--- src/rtl/clk_div_monitor.sv ---
// clk_div_monitor: measures high/low phase lengths of a clk-synchronous divided clock and reports lock/error status
//
// Optional build macro: CLK_MON_DUTY_EN
//   defined   - a period matches only if high == EXP_HIGH and low == EXP_LOW (duty cycle checked)
//   undefined - a period matches if high + low == EXP_HIGH + EXP_LOW (period only)
//
// Ports:
//   clk        system clock; div_in is synchronous to it
//   rst_n      asynchronous active-low reset
//   div_in     divided clock under test
//   clr_err    synchronous clear of err_sticky (an error in the same cycle wins)
//   high_len   last measured high-phase length in clk cycles
//   low_len    last measured low-phase length in clk cycles
//   meas_valid one-cycle pulse when a full period has been measured
//   locked     LOCK_PERIODS consecutive matching periods seen
//   err        one-cycle pulse on a mismatch or timeout
//   err_sticky latched error flag
module clk_div_monitor #(
    parameter int CNT_W        = 8,
    parameter int EXP_HIGH     = 4,
    parameter int EXP_LOW      = 4,
    parameter int LOCK_PERIODS = 2
) (
    input  logic             clk,
    input  logic             rst_n,
    input  logic             div_in,
    input  logic             clr_err,
    output logic [CNT_W-1:0] high_len,
    output logic [CNT_W-1:0] low_len,
    output logic             meas_valid,
    output logic             locked,
    output logic             err,
    output logic             err_sticky
);
    typedef enum logic [1:0] {IDLE, MEAS_HIGH, MEAS_LOW} state_t;
    localparam logic [CNT_W-1:0] CNT_MAX = '1;
    localparam logic [3:0] LOCK_N = 4'(LOCK_PERIODS);
    state_t           state;
    logic             prev;
    logic [CNT_W-1:0] cnt;
    logic [3:0]       match_cnt;
    logic             rise, fall, timeout, eval, match, bad;
    assign rise = div_in & ~prev;
    assign fall = ~div_in & prev;
    // A saturated counter while measuring means the divider has stopped toggling.
    assign timeout = (state != IDLE) && (cnt == CNT_MAX);
    assign eval = (state == MEAS_LOW) && rise && !timeout;
`ifdef CLK_MON_DUTY_EN
    assign match = (high_len == CNT_W'(EXP_HIGH)) && (cnt == CNT_W'(EXP_LOW));
`else
    // One extra bit so the sum of two saturated lengths cannot wrap.
    logic [CNT_W:0] sum;
    assign sum = {1'b0, high_len} + {1'b0, cnt};
    assign match = sum == (CNT_W+1)'(EXP_HIGH + EXP_LOW);
`endif
    assign bad = timeout || (eval && !match);
    always_ff @(posedge clk or negedge rst_n) begin
        if (!rst_n) begin
            prev       <= 1'b0;
            state      <= IDLE;
            cnt        <= '0;
            match_cnt  <= '0;
            high_len   <= '0;
            low_len    <= '0;
            meas_valid <= 1'b0;
            locked     <= 1'b0;
            err        <= 1'b0;
            err_sticky <= 1'b0;
        end else begin
            prev       <= div_in;
            cnt        <= (rise || fall) ? CNT_W'(1) : (cnt == CNT_MAX) ? cnt : cnt + 1'b1;
            meas_valid <= eval;
            err        <= bad;
            err_sticky <= bad | (err_sticky & ~clr_err);
            // Lock follows the match count one cycle later, so it lags meas_valid/err.
            locked     <= match_cnt == LOCK_N;
            if (bad)
                match_cnt <= '0;
            else if (eval && match_cnt != LOCK_N)
                match_cnt <= match_cnt + 1'b1;
            if (timeout)
                state <= IDLE;
            else
                case (state)
                    IDLE: if (rise) state <= MEAS_HIGH;
                    MEAS_HIGH: if (fall) begin
                        high_len <= cnt;
                        state    <= MEAS_LOW;
                    end
                    MEAS_LOW: if (rise) begin
                        low_len <= cnt;
                        state   <= MEAS_HIGH;
                    end
                    default: state <= IDLE;
                endcase
        end
    end
endmodule

--- config.mk ---
export PLATFORM = sky130hd
export DESIGN_NAME = clk_div_monitor
export DESIGN_NICKNAME = d
export VERILOG_FILES = /design/src/rtl/clk_div_monitor.sv
export SDC_FILE = /design/constraint.sdc
export NUM_CORES = 1
export LEC_CHECK = 0
export ABC_CLOCK_PERIOD_IN_PS = 2840
export CORE_MARGIN = 5
export CORE_UTILIZATION = 41
export CTS_CLUSTER_SIZE = 16
export DETAILED_ROUTE_END_ITERATION = 6
export PLACE_DENSITY = 0.66
export SYNTH_ARGS = -nofsm -noshare
export SYNTH_HDL_FRONTEND = slang
export SYNTH_SLANG_ARGS = --single-unit
--- constraint.sdc ---
create_clock -name clk -period 2.84 [get_ports clk]
set_input_delay 0.568 -clock clk [delete_from_list [all_inputs] [get_ports clk]]
set_output_delay 0.568 -clock clk [all_outputs]
set_load 0.1 [all_outputs]
==> impl_metrics.json, run 1 <==
{
  "ioPinCount": 24,
  "p_total_uw": 1793,
  "cp.arrival_ps": 2880,
  "diodes": 0,
  "maxSlewHeadroom": 0.6625,
  "whs_ps": 473.7,
  "tightestPinTransition_ps": 502.9,
  "areaGrowthSynthToFinish_pct": 21.60,
  "critPathLaunch": "high_len[0]",
  "finalCriticalPeriod_ps": 2656,
  "synthCells": 185,
  "multi_input_area_um2": 953.4,
  "path_class": "reg2reg",
  "worst_slack_ps": 184.1,
  "fin_setup_tns_ps": 0,
  "synth_fp_nets": 203,
  "drc": 0,
  "htree_num_levels": 2,
  "grt_pass1_wl_um": 7217,
  "fmax_ghz": 0.3765,
  "layout_common_cells": "34 x nand2_1, 32 x dfrtp_1, 31 x buf_4",
  "required_ps": 3070,
  "dp_hpwl_um": 3052,
  "drive_above_1_share": 0.2197,
  "hold_violations": 0,
  "finClkSkew_ps": 5.100,
  "gp_congestion": 0.8175,
  "grt_setup_unrepaired": "false",
  "synth_cell_types": 41,
  "ys_seq_area_frac": 0.4695,
  "hp-class": "reg2reg",
  "cts_inserted_buffers": 5,
  "dr.first_iter.drc_count": 76,
  "detail_route.vias_per_cell": 5.415,
  "die_w_um": 77.46,
  "cts_root_buffer": "clkbuf_8",
  "die-area_um2": 5999,
  "hp-start": "low_len[4]",
  "nets": 240,
  "final_max_slew_viol_count": 0,
  "seq_area_um2": 879.6,
  "netlist_area_um2": 1866,
  "rows": 24,
  "wl_per_cell_um": 14.97,
  "ys_ff_latch": 35,
  "ant_nets": 0,
  "clkSlewWorstSetupHoldPaths_ps": 70,
  "p_per_area_nw_per_um2": 790.3,
  "placement.io_buffers": 23,
  "setup_viol": 0,
  "ir_drop_mv": 0.4773,
  "r2r-start": "high_len[0]",
  "start_util": 0.4255,
  "grt_overflow": 0,
  "antenna_found_initial": 0,
  "leakage_uw": 0.001181,
  "max-cap-violations": 0,
  "die_y_um": 77.46,
  "status": "complete, no violations",
  "dp_slack_ps": 168.9,
  "core_area_um2": 4384,
  "first_global_vias": 1498,
  "grt_max_degree": 36,
  "yosysWarningCount": 0,
  "cp_max_fo": 4,
  "cts_tree": "yes",
  "routed_wl_um": 4118,
  "post-route-period-util": 0.9352,
  "firstDrtPassIters": 4,
  "worstSkewPairLatency_ps": 290,
  "critPathCaptureType": "flip-flop",
  "avgSynthCellArea_um2": 10.08,
  "cts_buffer_depth": 2,
  "layout_commonest_cell": "nand2_1",
  "via_count": 1489,
  "fill_cells": 406,
  "grt.total_usage": 0.1500,
  "setup.worst_path.start_class": "flip-flop",
  "ctsHoldBuffers": 0,
  "numClockSinks": 35
}
[cell usage after synthesis (all sizes together)]
cell type,instances,area (um2)
and3,3,18.77
ha,13,162.7
and2,2,13.77
and3b,1,8.760
clkbuf,4,15.01
nand4,3,18.77
mux2,8,90.08
or3b,1,8.760
nand3,7,35.03
inv,7,26.27
xor2,4,35.03
fa,1,20.02
a211o,1,8.760
xnor2,3,26.28
o21a,1,7.510
a22o,1,8.760
nor2,13,48.80
nor3b,3,22.52
o21ai,4,20.01
nand4b,1,8.760
and4,1,8.760
nand4bb,1,11.26
a21o,4,30.03
a211oi,3,22.52
or2,3,18.77
o2111a,1,11.26
o22ai,2,12.51
a311oi,1,8.760
a2111oi,1,27.53
nand3b,1,7.510
a221o,1,10.01
dfrtp,35,875.8
a21oi,11,55.05
nand2,34,127.6
o221ai,1,8.760
nor4,1,6.260
nor2b,3,18.77
[per-stage QoR]
stage	util	cell area (um2)	std cells
finish	0.5174	2268	275
global route	0.5174	2268	275
CTS	0.5163	2263	275
detailed placement	0.4977	2182	267
global placement	0.4977	2182	267
floorplan	-	1869	185
[state kept, by name, summed over array words and instances, names as in the netlist]
signal,flops
locked,1
high_len,8
state,2
match_cnt,4
cnt,8
err_sticky,1
low_len,8
err,1
meas_valid,1
prev,1
[path summary, 6_finish.rpt]
kind                           endpoint  slack (ps)  depth (start not counted)
min                          low_len[4]         470                          2
max in group asynchronous   high_len[1]        1810                          2
min in group asynchronous   high_len[4]         690                          2
max reg2reg                match_cnt[1]         180                          8
min reg2reg                  low_len[4]         470                          2
max                        match_cnt[1]         180                          8
[final cells by class]
class	instances	share of cell area
multi-input combinational	139	0.4203
sequential	35	0.3878
timing repair buffer	34	0.1158
clock buffer	7	0.03365
tap	52	0.02868
inverter	7	0.01158
clock inverter	1	0.002206
[worst max-delay path, cell delays in order, from the launching register on]
cell	delay, ps
dfrtp_2	410
ha_1	230
fa_1	400
a211o_1	320
a21o_1	170
a221o_1	370
a2111oi_4	410
a21o_1	170
a22o_1	110
[logic make-up (layout without fill, tap and decap cells)]
kind of cell | after synthesis | after routing | synth area share
compound gates | 32 | 32 | 0.1241
xor+xnor | 7 | 7 | 0.03286
fa+ha+maj | 14 | 14 | 0.09792
buf+inv | 11 | 49 | 0.02213
flops | 35 | 35 | 0.4695
mux | 8 | 8 | 0.04829
simple gates | 78 | 78 | 0.2052
[power by group]
| group | total, uW | internal (uW) | switching, uW | leakage [uW] |
|---|---|---|---|---|
| Sequential | 639 | 578 | 61.1 | 0.000466 |
| Clock | 350 | 172 | 178 | 0.0000422 |
| Combinational | 804 | 227 | 576 | 0.000673 |
[timing repair]
item / in CTS / in global routing
buffers inserted: 0 / 0
setup endpoints to repair: 0 / 1
resized for setup: 0 / 1
[routing by layer]
metal,GRT usage,up-vias,routed length [um]
met1,0.2012,721,1886
met5,0,-,0
li1,-,723,-
met3,0.04051,5,237
met4,0.05155,0,42
met2,0.2340,40,1953
(Power assumes the default switching activity.)
==> run 2, diff against run 1 <==
CELL_PAD_IN_SITES_DETAIL_PLACEMENT = 1   (was not set)
CELL_PAD_IN_SITES_GLOBAL_PLACEMENT = 1   (was not set)
PLACE_DENSITY = 0.8   (was 0.66)
==> run 2 against run 1 <==
Net effect: sequential power grew 2%; first-iteration DRC count shrank 45%; utilization shrank 0.71 points; total power grew 1.2%; wire length grew 15%; die area is the same; maximum frequency shrank 2.5%; setup slack lost 69 ps; critical path depth is the same; largest power group unchanged; sequential cell count is the same; final area shrank 1.4%; largest cell class unchanged.
==> impl_metrics.json, run 2 (synthesis results as in run 1) <==
{
  "status": "complete, no violations",
  "cpPeakStageDelay_ps": 420,
  "dp_slack_ps": 49.77,
  "cts_root_buffer": "clkbuf_8",
  "core_area_um2": 4384,
  "clkSlewWorstSetupHoldPaths_ps": 70,
  "critPathCaptureType": "flip-flop",
  "hp-class": "reg2reg",
  "numClockSinks": 35,
  "rows": 24,
  "first_global_vias": 1661,
  "seqPwrFrac": 0.358,
  "cp_max_fo": 4,
  "hold_violations": 0,
  "nets": 235,
  "required_ps": 3070,
  "leakage_uw": 0.001158,
  "clockPowerShare": 0.190,
  "die_y_um": 77.46,
  "grt_max_degree": 36,
  "grt_overflow": 0,
  "setup.worst_path.start_class": "flip-flop",
  "met1_length_um": 2170,
  "min_path_cells": 2,
  "worstPathCellList": "ha_1 > fa_1 > a211o_1 > a21o_1 > a221o_1 > a2111oi_4 > a21o_1 > a22o_1",
  "routed_wl_um": 4723,
  "final_max_slew_viol_count": 0,
  "internal_power_uw": 977.0,
  "maxSlewHeadroom": 0.4243,
  "cp_common_cell": "a21o_1",
  "ir_drop_mv": 0.5243,
  "routed-wl-met3_um": 153,
  "start_util": 0.4255,
  "detail_route.vias_per_cell": 5.522,
  "whs_ps": 495.8,
  "drive_above_1_share": 0.2064,
  "cts_buffer_depth": 2,
  "tightestPinTransition_ps": 857.9,
  "reg2regPathDepth": 8,
  "fin_setup_tns_ps": 0,
  "reg_top3": "cnt x8, high_len x8, low_len x8",
  "via_count": 1491,
  "antenna_found_initial": 0,
  "cts_tree": "yes",
  "cts_setup_buffers": 0,
  "worst_slack_ps": 115.2,
  "cts_resized": 0,
  "htree_num_levels": 2,
  "areaGrowthSynthToFinish_pct": 19.92,
  "grt_setup_unrepaired": "false",
  "ant_nets": 0,
  "ctsHoldBuffers": 0,
  "grt.total_usage": 0.1701,
  "cp.arrival_ps": 2950,
  "firstDrtPassIters": 4,
  "worstSkewPairLatency_ps": 290,
  "path_delay_family": "compound AO/OA/AOI/OAI gates",
  "drc": 0,
  "layout_common_cells": "34 x nand2_1, 32 x dfrtp_1, 26 x buf_4",
  "dp_hpwl_um": 3695,
  "dr.first_iter.drc_count": 42,
  "slowest_stage": "dfrtp_2",
  "path_buf_inv": 0,
  "sw_frac_of_total": 0.4615,
  "die_w_um": 77.46,
  "placement.io_buffers": 23,
  "die-area_um2": 5999,
  "path_class": "reg2reg",
  "ioPinCount": 24,
  "fmax_ghz": 0.3670,
  "p_per_area_nw_per_um2": 811.0,
  "diodes": 0,
  "setup_viol": 0,
  "topRoutingLayerUsed": "met4",
  "switching_power_uw": 837.2,
  "cts_inserted_buffers": 5,
  "gp_congestion": 0.8954,
  "wl_per_cell_um": 17.49,
  "grt_pass1_wl_um": 8162,
  "comb_power_share": 0.452,
  "finClkSkew_ps": 9.066,
  "max-cap-violations": 0,
  "path_depth": 8,
  "wl_met2_um": 2334,
  "post-route-period-util": 0.9594,
  "layout_commonest_cell": "nand2_1",
  "finalCriticalPeriod_ps": 2725
}
run 2: per-stage QoR:
stage                     instance area [um2]  power, uW  std cells  utilization
after floorplan                          1869       1260        185            -
after global placement                   2145       1439        262       0.4892
after detailed placement                 2145       1474        262       0.4892
after CTS                                2226       1831        270       0.5077
after global routing                     2237       1924        270       0.5103
final                                    2237       1814        270       0.5103
run 2: layer usage:
| metal | vias up | GRT usage |
|---|---|---|
| met5 | - | 0 |
| met4 | 0 | 0.06014 |
| met3 | 7 | 0.04051 |
| met2 | 23 | 0.2887 |
| met1 | 752 | 0.2107 |
| li1 | 709 | - |
run 2: final timing paths:
check,start,end,slack [ps]
worst max register to register,high_len[0],match_cnt[1],120
worst min-delay path,low_len[5],low_len[5],500
max in group asynchronous,rst_n,high_len[1],1790
worst min register to register,low_len[5],low_len[5],500
min in group asynchronous,rst_n,state[0],690
worst max-delay path,high_len[0],match_cnt[1],120
run 2: layout make-up:
type                    count  area [um2]
fillers                   502        2147
clock buffers               7       76.32
multi-input cells         139       959.7
flip-flops and latches     35       879.6
well taps                  52       65.06
repair buffers             29       225.2
clock inverters             1       5.005
inverters                   7       26.28
run 2: worst min-delay path: cells and delay by family, from the launching register on:
kind	cells	cell delay (ps)
flip-flops	1	350
AND/OR/NAND/NOR	2	110
run 2: power groups by stage:
| stage | clock, uW | combinational [uW] | sequential, uW |
|---|---|---|---|
| 2_1_floorplan | 0 | 251 | 1010 |
| 3_3_place_gp | 0 | 792 | 647 |
| 3_5_place_dp | 0 | 818 | 656 |
| 4_1_cts | 360 | 822 | 649 |
| 5_1_grt | 387 | 875 | 662 |
| 6_report | 345 | 821 | 649 |
==> run 3, diff against run 2 <==
HOLD_SLACK_MARGIN = 0.12   (was not set)
==> results of run 3 <==
No change in the layout: final DEF, timing and power equal those of run 2.
==> variant 1, RTL diff (settings of run 1) <==
Change the parameter `CNT_W` from 8 to 9.
--- a/src/rtl/clk_div_monitor.sv
+++ b/src/rtl/clk_div_monitor.sv
@@ -18,3 +18,3 @@
 module clk_div_monitor #(
-    parameter int CNT_W        = 8,
+    parameter int CNT_W        = 9,
     parameter int EXP_HIGH     = 4,
Ports: changed (resized high_len and low_len); port bits go from 24 to 26. The function was not compared with the original's and may differ.
==> variant 1 against run 1 <==
Critical path depth shrank 1; setup slack better by 290 ps; largest cell class unchanged; count of clock-buffer cells in the layout down 2; power increased by 17%; cell area is 9.7% higher; first-iteration DRC count shrank 25%; hold slack got worse by 96 ps; critical endpoint is now err; area after synthesis increased by 12%; routed wire length is 3.2% higher; non-clock buffer count down 7; die area up 11%; sequential cell count rose by 3.
==> variant 1: results (changes against run 1) <==
crit path DAT=2550 ps (-330 ps); gpl congestion=0.8165 (-0.12%); drt first-iter violations=57 (-25%); IO Port Bufs=25 (+8.7%); status=completed; Slew HR=44.10% (-22 points); FILL cells=453 (+12%); Largest stage delay, worst path=460 ps (+50 ps); Non-Filler Instances=292 (+6.2%); HPWL Detailed=3.063 mm (+0.35%); total setup buffers inserted after CTS=0 (unchanged); Yosys cell types=42 (+2.4%); syn_area_per_cell=11.03 um^2 (+9.4%); largest cells by area after synthesis=dfrtp_1, mux2_2, ha_1, xnor2_1, nand4_1; Detailed Route WL=4.249 mm (+3.2%); Top Registers=cnt: 9 flops, high_len: 9 flops, low_len: 9 flops; Reg2Reg Setup Slack=470 ps (+290 ps); clock skew=6.028 ps (+0.9272 ps); First-pass DRT Iterations=5 (+1); nets=241 (+0.42%); first-pass GRT wire length=7.438 mm (+3.1%); DP Cell Count=284 (+6.4%); crit path max-delay cell type=dfrtp_1; post-synthesis sequential area ratio=45.37% (-1.6 points); gr usage total=14.66% (-0.33 points); vias in the first global route=1511 (+0.87%); Psw=933.5 uW (+14%); Hold Crit Class=primary input to async pin; Synthesized Nets=210 (+3.4%); Pleak=1.170 nW (-0.94%); peak supply drop=695.4 uV (+46%); via/cell ratio=5.209 (-3.8%); share of cells above drive strength 1=26.58% (+4.6 points); Worst Setup SP=cnt[0]; Max FO, Critical Path=6 (+2); commonest cells in the netlist=dfrtp_1, mux2_2, ha_1; largest net degree at the start of global routing=39 (+8.3%); Hold Slack=377.2 ps (-96.46 ps)
## variant 1: critical path: cells and delay by family, from the launching register on
family	cells	cell delay, ps
compound gates	3	830
fa+ha+maj	2	650
flops	1	460
simple gates	2	320
## variant 1: layout make-up
cell class	instances	area, um^2	share of cell area [%]
Inverter	7	26.28	1.056
Tap cell	70	87.58	3.521
Multi-Input combinational cell	142	1104	44.37
Timing Repair Buffer	27	205.2	8.249
Clock buffer	5	68.82	2.767
Clock inverter	3	45.04	1.811
Sequential cell	38	950.9	38.23
## variant 1: cells by family after synthesis
logic type	Yosys count	share of synthesized area, %
compound gates	36	11.52
xor+xnor	9	3.761
fa+ha+maj	16	9.910
buf+inv	10	1.970
flops	38	45.37
mux	22	11.76
simple gates	59	15.70
## variant 1: path summary, 6_finish.rpt
check | end | cells past startpoint
max | err | 7
min | high_len[6] | 1
max reg2reg | err | 7
min reg2reg | locked | 1
max in group asynchronous | cnt[6] | 1
min in group clk | locked | 1
## variant 1: routing by layer
metal / GRT usage, % / vias up / part of all wire [%]
li1: - / 754 / -
met3: 3.947 / 5 / 5.1
met2: 21.91 / 38 / 46
met4: 4.054 / 0 / 1.0
met5: 0 / - / 0
met1: 20.86 / 724 / 48
## variant 1: per-stage QoR
step                area [um^2]  util (%)  setup WS [ps]
floorplan                  2096         -          236.9
global placement           2374     47.07          463.8
detailed placement         2374     47.07          401.1
CTS                        2487     49.33          493.8
global route               2487     49.33          345.4
finish                     2487     49.33          471.0
## variant 1: power groups by stage
stage	combinational, mW	sequential [mW]	clock [mW]
floorplan	0.318	1.13	0
global placement	0.904	0.737	0
detailed placement	0.908	0.739	0
CTS	0.913	0.728	0.479
global route	0.970	0.744	0.505
finish	0.905	0.727	0.466
==> variant 2, RTL diff (config.mk and constraints of run 1) <==
Made on the original files. Re-encode `state_t` (3 states) as one-hot, 3 bits wide.
--- a/src/rtl/clk_div_monitor.sv
+++ b/src/rtl/clk_div_monitor.sv
@@ -34,3 +34,3 @@
 );
-    typedef enum logic [1:0] {IDLE, MEAS_HIGH, MEAS_LOW} state_t;
+    typedef enum logic [2:0] {IDLE = 3'b001, MEAS_HIGH = 3'b010, MEAS_LOW = 3'b100} state_t;
     localparam logic [CNT_W-1:0] CNT_MAX = '1;
Formal check against the unedited RTL: same outputs for any inputs over 10 cycles, from zero or initial values and one cycle with rst_n low; not proved beyond that.
==> variant 2 against run 1 <==
Setup slack gained 94 ps; routed wire length is 2.7% lower; cell area grew 3.0%; via count is 1.2% lower; core utilization down 1.9 points; sequential cell count up 1; area after synthesis increased by 5.7%.
Power is not compared: it rests on default switching activity, and its combinational part moved more than twofold at a synthesized area within 25%.
==> variant 2: results (changes against run 1) <==
status=completed; Cells after Synth=190 (+2.7%); Synthesized Nets=208 (+2.5%); Detailed Route WL=4.006 mm (-2.7%); M2 GR Usage=21.55% (-1.9 points); htree depth=2 (unchanged); Largest stage delay, worst path=530 ps (+120 ps); initial antenna violation count=0 (unchanged); Tmin final=2562 ps (-94.17 ps); Ys Warns=0 (unchanged); largest cells by area after synthesis=dfrtp_1, ha_1, nand2_1, mux2_1, nor2_1; commonest cells in the netlist=dfrtp_1, nand2_1, nor2_1; Max Buffers Root-to-Sink=2 (unchanged); DP Cell Count=268 (+0.37%); clock skew=4.011 ps (-1.089 ps); R2R cell count=7 (-1); post-synthesis sequential area ratio=45.75% (-1.2 points); Hold Slack=364.9 ps (-108.8 ps); CTS Root Cell=clkbuf_8; Num CTS Buffers=5 (unchanged); HPWL Detailed=3.048 mm (-0.13%); FILL cells=430 (+5.9%); Worst Setup EP=err; Max FO, Critical Path=6 (+2); worst slew pin tran=792.2 ps (+289.3 ps); Multi-input gate area=0.001007 mm^2 (+5.6%); crit-path leading delay family=adder cells; largest net degree at the start of global routing=37 (+2.8%); dpl ws=278.5 ps (+109.6 ps); DRT met1 WL=2.036 mm (+8.0%); Hold Crit Class=primary input to async pin; Non-Filler Instances=276 (+0.36%); IO Port Bufs=23 (unchanged); crit path max-delay cell type=or4_1; Worst Setup SP=high_len[0]; nets=239 (-0.42%); met3 routed WL=145 um (-39%); Max Used Layer=met4; Yosys cell types=53 (+29%); gpl congestion=0.8736 (+6.9%); Clock Pin Slew Worst Setup and Hold Paths=70 ps (about the same); placed cell area=0.002230 mm^2 (+2.2%); gr usage total=14.39% (-0.61 points); met3 Track Usage GR=3.628% (-0.42 points); total setup buffers inserted after CTS=0 (unchanged); drt first-iter violations=94 (+24%); Top Registers=cnt: 8 flops, high_len: 8 flops, low_len: 8 flops; Pleak=1.176 nW; GR met1 Demand/Resource=19.87% (-0.25 points); crit path DAT=2720 ps (-160 ps); first-pass GRT wire length=6.969 mm (-3.4%); share of cells above drive strength 1=22.07% (+0.099 points); First-pass DRT Iterations=4 (unchanged); wire length on met2=1.792 mm (-8.2%); Vias=1471 (-1.2%)
==> variant 2: changes by cell type after synthesis, moves of 4 or more <==
cell     before  now
o21ai_0       1    5
a31oi_1       0    5
nand2_1      34   30
nor3_1        0    4
a21oi_1      11    4
nand3_1       7    1
==> variant 2: power by group <==
group	internal [mW]	leakage (nW)	switching [mW]
Sequential	0.541	0.487	0.0316
Combinational	0.0933	0.634	0.187
Clock	0.260	0.0552	0.176
==> variant 2: cell families after synthesis <==
kind of cell             synth area share, %
AND/OR/NAND/NOR                        21.45
flip-flops                             45.75
AO/OA/AOI/OAI                          11.61
buffers and inverters                  3.172
adder cells (fa/ha/maj)                9.264
multiplexers                           6.092
XOR/XNOR                               2.665
==> variant 2: area by class of cell <==
| cell class | count | share of cell area, % |
|---|---|---|
| clock inverter | 2 | 1.499 |
| multi-input combinational | 140 | 43.09 |
| timing repair buffer | 28 | 9.101 |
| sequential | 36 | 38.70 |
| tap | 54 | 2.891 |
| inverter | 10 | 1.606 |
| clock buffer | 6 | 3.105 |
